`src/rtl/mem_addr_sequencer.sv`:
```
// Memory address source select with a fixed-latency IDLE/WAIT/DONE access sequencer.
// Optional misaligned-access rejection is enabled with `define MEM_ADDR_ALIGN_CHECK_EN.
module mem_addr_sequencer #(
  parameter int DATA_W  = 32,
  parameter int N_SRC   = 5,
  parameter int SEL_W   = 3,
  parameter int MEM_LAT = 1
) (
  input  logic                      clk,
  input  logic                      reset,
  input  logic [N_SRC*DATA_W-1:0]   src_flat,
  input  logic [SEL_W-1:0]          sel,
  input  logic                      req,
  input  logic                      wr,
  input  logic [1:0]                size,
  output logic [DATA_W-1:0]         addr,
  output logic                      mem_wr,
  output logic                      busy,
  output logic                      done,
  output logic                      sel_err,
  output logic                      misalign
);

  localparam int CNT_W = (MEM_LAT > 1) ? $clog2(MEM_LAT) : 1;
  localparam logic [CNT_W-1:0] CNT_LOAD = CNT_W'(MEM_LAT - 1);

  typedef enum logic [1:0] {
    ST_IDLE = 2'b00,
    ST_WAIT = 2'b01,
    ST_DONE = 2'b10
  } state_t;

  state_t            state;
  state_t            state_nxt;
  logic [CNT_W-1:0]  cnt;
  logic              wr_lat;
  logic              capture;
  logic [DATA_W-1:0] sel_addr;
  logic              sel_oob;
  logic              cap_mis;

  // Out-of-range selects fall back to source 0 and raise sel_err at capture.
  always_comb begin
    sel_addr = src_flat[0 +: DATA_W];
    sel_oob  = 1'b1;
    for (int i = 0; i < N_SRC; i++) begin
      if (sel == SEL_W'(i)) begin
        sel_addr = src_flat[i*DATA_W +: DATA_W];
        sel_oob  = 1'b0;
      end
    end
  end

`ifdef MEM_ADDR_ALIGN_CHECK_EN
  always_comb begin
    cap_mis = 1'b0;
    case (size)
      2'b00:   cap_mis = |sel_addr[1:0];
      2'b01:   cap_mis = sel_addr[0];
      default: cap_mis = 1'b0;
    endcase
  end

  always_ff @(posedge clk or posedge reset) begin
    if (reset) begin
      misalign <= 1'b0;
    end else if (capture) begin
      misalign <= cap_mis;
    end
  end
`else
  logic unused_size;

  assign cap_mis     = 1'b0;
  assign misalign    = 1'b0;
  assign unused_size = ^size;
`endif

  assign capture = req && ((state == ST_IDLE) || (state == ST_DONE));

  always_ff @(posedge clk or posedge reset) begin
    if (reset) begin
      state <= ST_IDLE;
    end else begin
      state <= state_nxt;
    end
  end

  // A rejected (misaligned) access skips WAIT and reports straight away.
  always_comb begin
    state_nxt = state;
    case (state)
      ST_IDLE, ST_DONE: begin
        if (req) begin
          state_nxt = cap_mis ? ST_DONE : ST_WAIT;
        end else begin
          state_nxt = ST_IDLE;
        end
      end
      ST_WAIT: begin
        if (cnt == '0) begin
          state_nxt = ST_DONE;
        end
      end
      default: state_nxt = ST_IDLE;
    endcase
  end

  always_ff @(posedge clk or posedge reset) begin
    if (reset) begin
      addr    <= '0;
      sel_err <= 1'b0;
      wr_lat  <= 1'b0;
      cnt     <= '0;
    end else if (capture) begin
      addr    <= sel_addr;
      sel_err <= sel_oob;
      wr_lat  <= wr;
      cnt     <= CNT_LOAD;
    end else if ((state == ST_WAIT) && (cnt != '0)) begin
      cnt <= cnt - CNT_W'(1);
    end
  end

  assign busy   = (state == ST_WAIT);
  assign done   = (state == ST_DONE);
  assign mem_wr = (state == ST_WAIT) && wr_lat;

endmodule

```
`config.mk`:
```
export PLATFORM = sky130hd
export DESIGN_NAME = mem_addr_sequencer
export DESIGN_NICKNAME = d
export VERILOG_FILES = /design/src/rtl/mem_addr_sequencer.sv
export SDC_FILE = /design/constraint.sdc
export NUM_CORES = 1
export LEC_CHECK = 0
export CORE_MARGIN = 2
export CORE_UTILIZATION = 37
export DETAILED_ROUTE_END_ITERATION = 12
export PLACE_DENSITY_LB_ADDON = 0.1
export REMOVE_ABC_BUFFERS = 1
export SLEW_MARGIN = 10
export SYNTH_ARGS = -nofsm -noshare
export SYNTH_HDL_FRONTEND = slang
export SYNTH_SLANG_ARGS = --single-unit
```
`constraint.sdc`:
```
create_clock -name clk -period 2.1 [get_ports clk]
set_clock_uncertainty 0.15 [all_clocks]
set_input_delay 0.21 -clock clk [delete_from_list [all_inputs] [get_ports clk]]
set_output_delay 0.21 -clock clk [all_outputs]
set_load 0.03 [all_outputs]
```
* Word-level counts from Yosys, hierarchy flattened
Index checks and enable logic that the tools add are counted.
Widths: inputs -> output; s select.
** Word-level totals
- Flip-flop bits (word level) :: 37
- Output and inout bits :: 37
- Input port bits :: 169
- Logic and storage cells :: 35
** Cells by class
- Equality and inequality tests :: 7
- $add $sub $neg :: 1
- Reductions and logical operators :: 8
- Multiplexer cells :: 14
** Operator list (number)
- $mux 32 :: 4
- $mux 1 :: 8
- $eq 3x2->1 const B :: 2
- $pmux 2 s2 :: 1
- $eq 3x1->1 const B :: 1
- $eq 3x3->1 const B :: 1
- $logic_and 1x1->1 :: 3
- $logic_not 3->1 :: 1
- $eq 2x1->1 const B :: 1
- $eq 2x2->1 const B :: 1
- $logic_not 2->1 :: 1
- $mux 2 :: 1
- $ne 2x2->1 const B :: 1
- $reduce_bool 2->1 :: 1
- $reduce_or 2->1 :: 1
- $logic_or 1x1->1 :: 1
- $sub 1x1->1 const B :: 1

* Longest topological paths before layout
- Depth in word-level cells :: 6
- Depth in mapped cells :: 5
- Gate-level depth less buffers :: 4

* Worst setup path after synthesis
Ideal clock, no wire load.
- Kind :: reg-to-reg
- From :: register state[0]
- To :: register addr[10]
- Library setup time :: 123 ps
- Data arrival time :: 1180 ps
- Cell stages (with the launch flop) :: 6
- Clock period less this slack :: 1453 ps
- Required time :: 1827 ps
- Path slack :: 647 ps
- Path buffers :: 2
- Cell sequence :: dfrtp_1 > nor2b_1 > buf_2 > nand3_2 > clkbuf_1 > o221a_1
** Between the ends
- Longest elaborated chain between the ends :: 3
- Elaborated cells on any way between the ends :: 4
- Those cells by class :: eq/ne (1); reduce/logical (3)
** RTL lines
- from (decl) :: line 33 : state_t state;
- from (signal assigned) :: line 85 : state <= state_nxt;
- $eq 2x2->1 / $logic_not 2->1 (equally long branches) :: line 79 : assign capture = req && ((state == ST_IDLE) || (state == ST_DONE));
- $logic_or 1x1->1 * :: line 79
- $logic_and 1x1->1 * :: line 79
- to (signal assigned) :: line 116 : addr <= sel_addr;
- to (decl) :: line 16 : output logic [DATA_W-1:0] addr,
Every way passes the cells marked *; elsewhere a longest branch is shown, timed or not.
A chain may end at the register's enable or synchronous reset.

* Final worst setup path
- From :: register state[1]
- To :: output busy
** Between the ends
- Longest elaborated chain between the ends :: 1
** RTL lines
- $eq 2x1->1 :: line 125 : assign busy = (state == ST_WAIT);
- to (decl) :: line 18 : output logic busy,
No other way between the ends.

==> impl_metrics.py <==
metrics = {
    "run_status": {
        "status": "complete, no violations",
    },
    "yosys": {
        "seq_area_frac_synth": 0.298,
        "synthCells": 354,
        "synth_top_family_by_area": "compound AO/OA/AOI/OAI gates",
        "syn-cell-area_um2": 3100,
        "synth-xor-area-share": 0,
        "ys_warn_count": 0,
        "synthAdderAreaFrac": 0,
        "postSynthAreaPerCell_um2": 8.77,
        "synth_compound_area_frac": 0.351,
        "synth_seq_cells": 37,
        "synth_edf_count": 0,
        "synthMuxAreaShare": 0.103,
        "yosysUniqueCellTypes": 26,
        "synthFlopType": "dfrtp_1",
        "postSynth.asyncResetShare": 1.00,
        "synth-simple-area-share": 0.172,
    },
    "finish": {
        "nFillCells": 710,
        "drive_above_1_share": 0.111,
        "multi_input_area_um2": 1960,
        "syn2layout_area_growth_pct": 71.2,
        "fin_cells": 644,
        "nets": 707,
        "seq_area_um2": 926,
        "fin_util": 0.650,
        "design_area_um2": 5320,
        "diodes": 0,
    },
    "clock_network": {
        "clkLatencyLatePin_ps": 290,
        "cts.sinks": 37,
        "cts_hold_buf": 0,
        "cts.clk_slew.worst_paths_ps": 80,
        "cts_tree": "done",
        "root_buffer": "clkbuf_8",
        "cts_setup_buffers": 0,
        "cts_inserted_buffers": 5,
        "cts_buffer_depth": 2,
        "h-tree-depth": 2,
        "cts_resized": 1,
    },
    "detailed_routing": {
        "route.detailed.drc": 0,
        "drt-initial-drc-count": 86,
        "route.final.wire_length_um": 10400,
        "drt-vias-per-instance": 5.28,
        "first_pass_iters": 4,
        "routedWlPerCell_um": 16.2,
        "ant_nets": 0,
        "vias": 3398,
    },
    "power": {
        "ir_drop_mv": 0.279,
        "p_per_area_nw_per_um2": 511,
        "power_leakage_nw": 2.05,
    },
    "placed_design": {
        "dp.final_hpwl_um": 7930,
        "dp.cells": 636,
        "dpl_worst_slack_ps": 141,
        "gp_congestion": 0.769,
        "port_buffers": 202,
        "placed_area_um2": 5230,
    },
    "die": {
        "fp.dieH_um": 95.6,
        "fp-row-count": 33,
        "io_pins": 206,
        "fp.coreArea_um2": 8180,
        "die_area_um2": 9140,
        "die_w_um": 95.6,
        "initial_utilization": 0.380,
    },
    "global_route": {
        "grt_pass1_wl_um": 15600,
        "antenna_found_initial": 0,
        "grt_pass1_vias": 3323,
        "grt_usage": 0.220,
        "grt_max_degree": 65,
        "grt_overflow": 0,
    },
    "critical_path": {
        "worstPathArrival_ps": 1630,
        "crit_path_start_kind": "flip-flop",
        "path_class": "flip-flop to output pin",
        "cp.required_ps": 1740,
        "endpoint_kind": "output pin",
        "cp_max_fo": 3,
    },
    "timing": {
        "hold_violations": 0,
        "setup_viol_count_final": 0,
        "max_freq_ghz": 0.502,
        "setup_tns_ps": 0,
        "rsz0062_at_grt": "no",
        "period_minus_slack_ps": 1990,
        "final_max_slew_viol_count": 0,
        "layout_setup_ws_ps": 106,
        "fin_crit_sh": 0.949,
    },
    "job": {
        "drv_cap": 0,
    },
    "min_path": {
        "hold_class": "primary input to asynchronous set/reset pin",
    },
}
==> worst max-delay path, cell delays in order (launching register included) <==
cell and delay, ps:
dfrtp_1 380, nand2b_1 170, inv_1 110, clkdlybuf4s50_1 680
==> placed cells by master, fill, tap and decap left out, types with 2 or more instances in the layout <==
cell / instances
nor2_1: 34
buf_4: 9
buf_2: 2
nand2_1: 39
a211oi_2: 18
clkinv_2: 2
clkbuf_8: 5
a21oi_1: 32
clkdlybuf4s50_1: 198
buf_12: 7
o221a_1: 19
mux2i_1: 32
dfrtp_1: 37
o221a_2: 13
o211ai_1: 32
a211oi_1: 14
nand2b_1: 34
==> final cells by class <==
type	instances	share of cell area
timing repair buffer	217	0.415
inverter	2	0.00141
clock inverter	3	0.00330
tap	105	0.0247
clock buffer	5	0.0129
sequential	37	0.174
multi-input combinational	275	0.368
==> through the flow <==
step | hold slack, ps | total power (W)
finish | 86.8 | 0.00272
global route | 125 | 0.00287
CTS | 94.4 | 0.00275
detailed placement | 292 | 0.00223
global placement | 279 | 0.00220
floorplan | 165 | 0.00148
==> per-layer routing <==
layer	GRT usage	vias to the layer above	share of wire
met2	0.399	133	0.51
met4	0.0452	0	0.0075
met3	0.0601	6	0.076
li1	-	1688	-
met5	0	-	0
met1	0.258	1571	0.41
==> synth_stat cells, types with 2 or more instances <==
cell | count | area [um2]
clkbuf_1 | 9 | 33.8
o211ai_1 | 32 | 240
inv_1 | 2 | 7.51
o221a_2 | 13 | 146
nand2_1 | 39 | 146
buf_1 | 2 | 7.51
mux2i_1 | 32 | 320
nor2b_1 | 2 | 12.5
buf_2 | 22 | 110
a211oi_1 | 14 | 105
nand2b_1 | 34 | 213
buf_8 | 2 | 30.0
a211oi_2 | 18 | 225
dfrtp_1 | 37 | 926
nor2_1 | 34 | 128
o221a_1 | 19 | 214
a21oi_1 | 32 | 160
buf_4 | 3 | 22.5
==> logic make-up after synthesis <==
| family | Yosys count |
|---|---|
| multiplexers | 32 |
| other | 1 |
| AND/OR/NAND/NOR | 114 |
| AO/OA/AOI/OAI | 128 |
| buffers and inverters | 42 |
| flip-flops | 37 |
==> registers in the layout, indices dropped and copies added (netlist names) <==
signal,cells
addr,32
state,2
cnt,1
sel_err,1
wr_lat,1
==> worst paths after layout <==
kind                       slack, ps  endpoint     start  depth (start not counted)
setup / recovery                 110      busy  state[1]                          3
hold reg to reg                  300  state[1]       cnt                          1
max in group asynchronous       1250   addr[3]     reset                          3
min in group clk                 300    wr_lat        wr                          3
setup reg to reg                 490  addr[30]  state[0]                          4
hold / removal                    90   addr[4]     reset                          2
==> report_power, final <==
part	total [W]	internal (W)	switching, W
Clock	0.000510	0.000230	0.000280
Combinational	0.00133	0.000718	0.000607
Sequential	0.000882	0.000824	0.0000586
Total	0.00272	0.00177	0.000946
No activity file was read; power rests on OpenSTA's default activity.
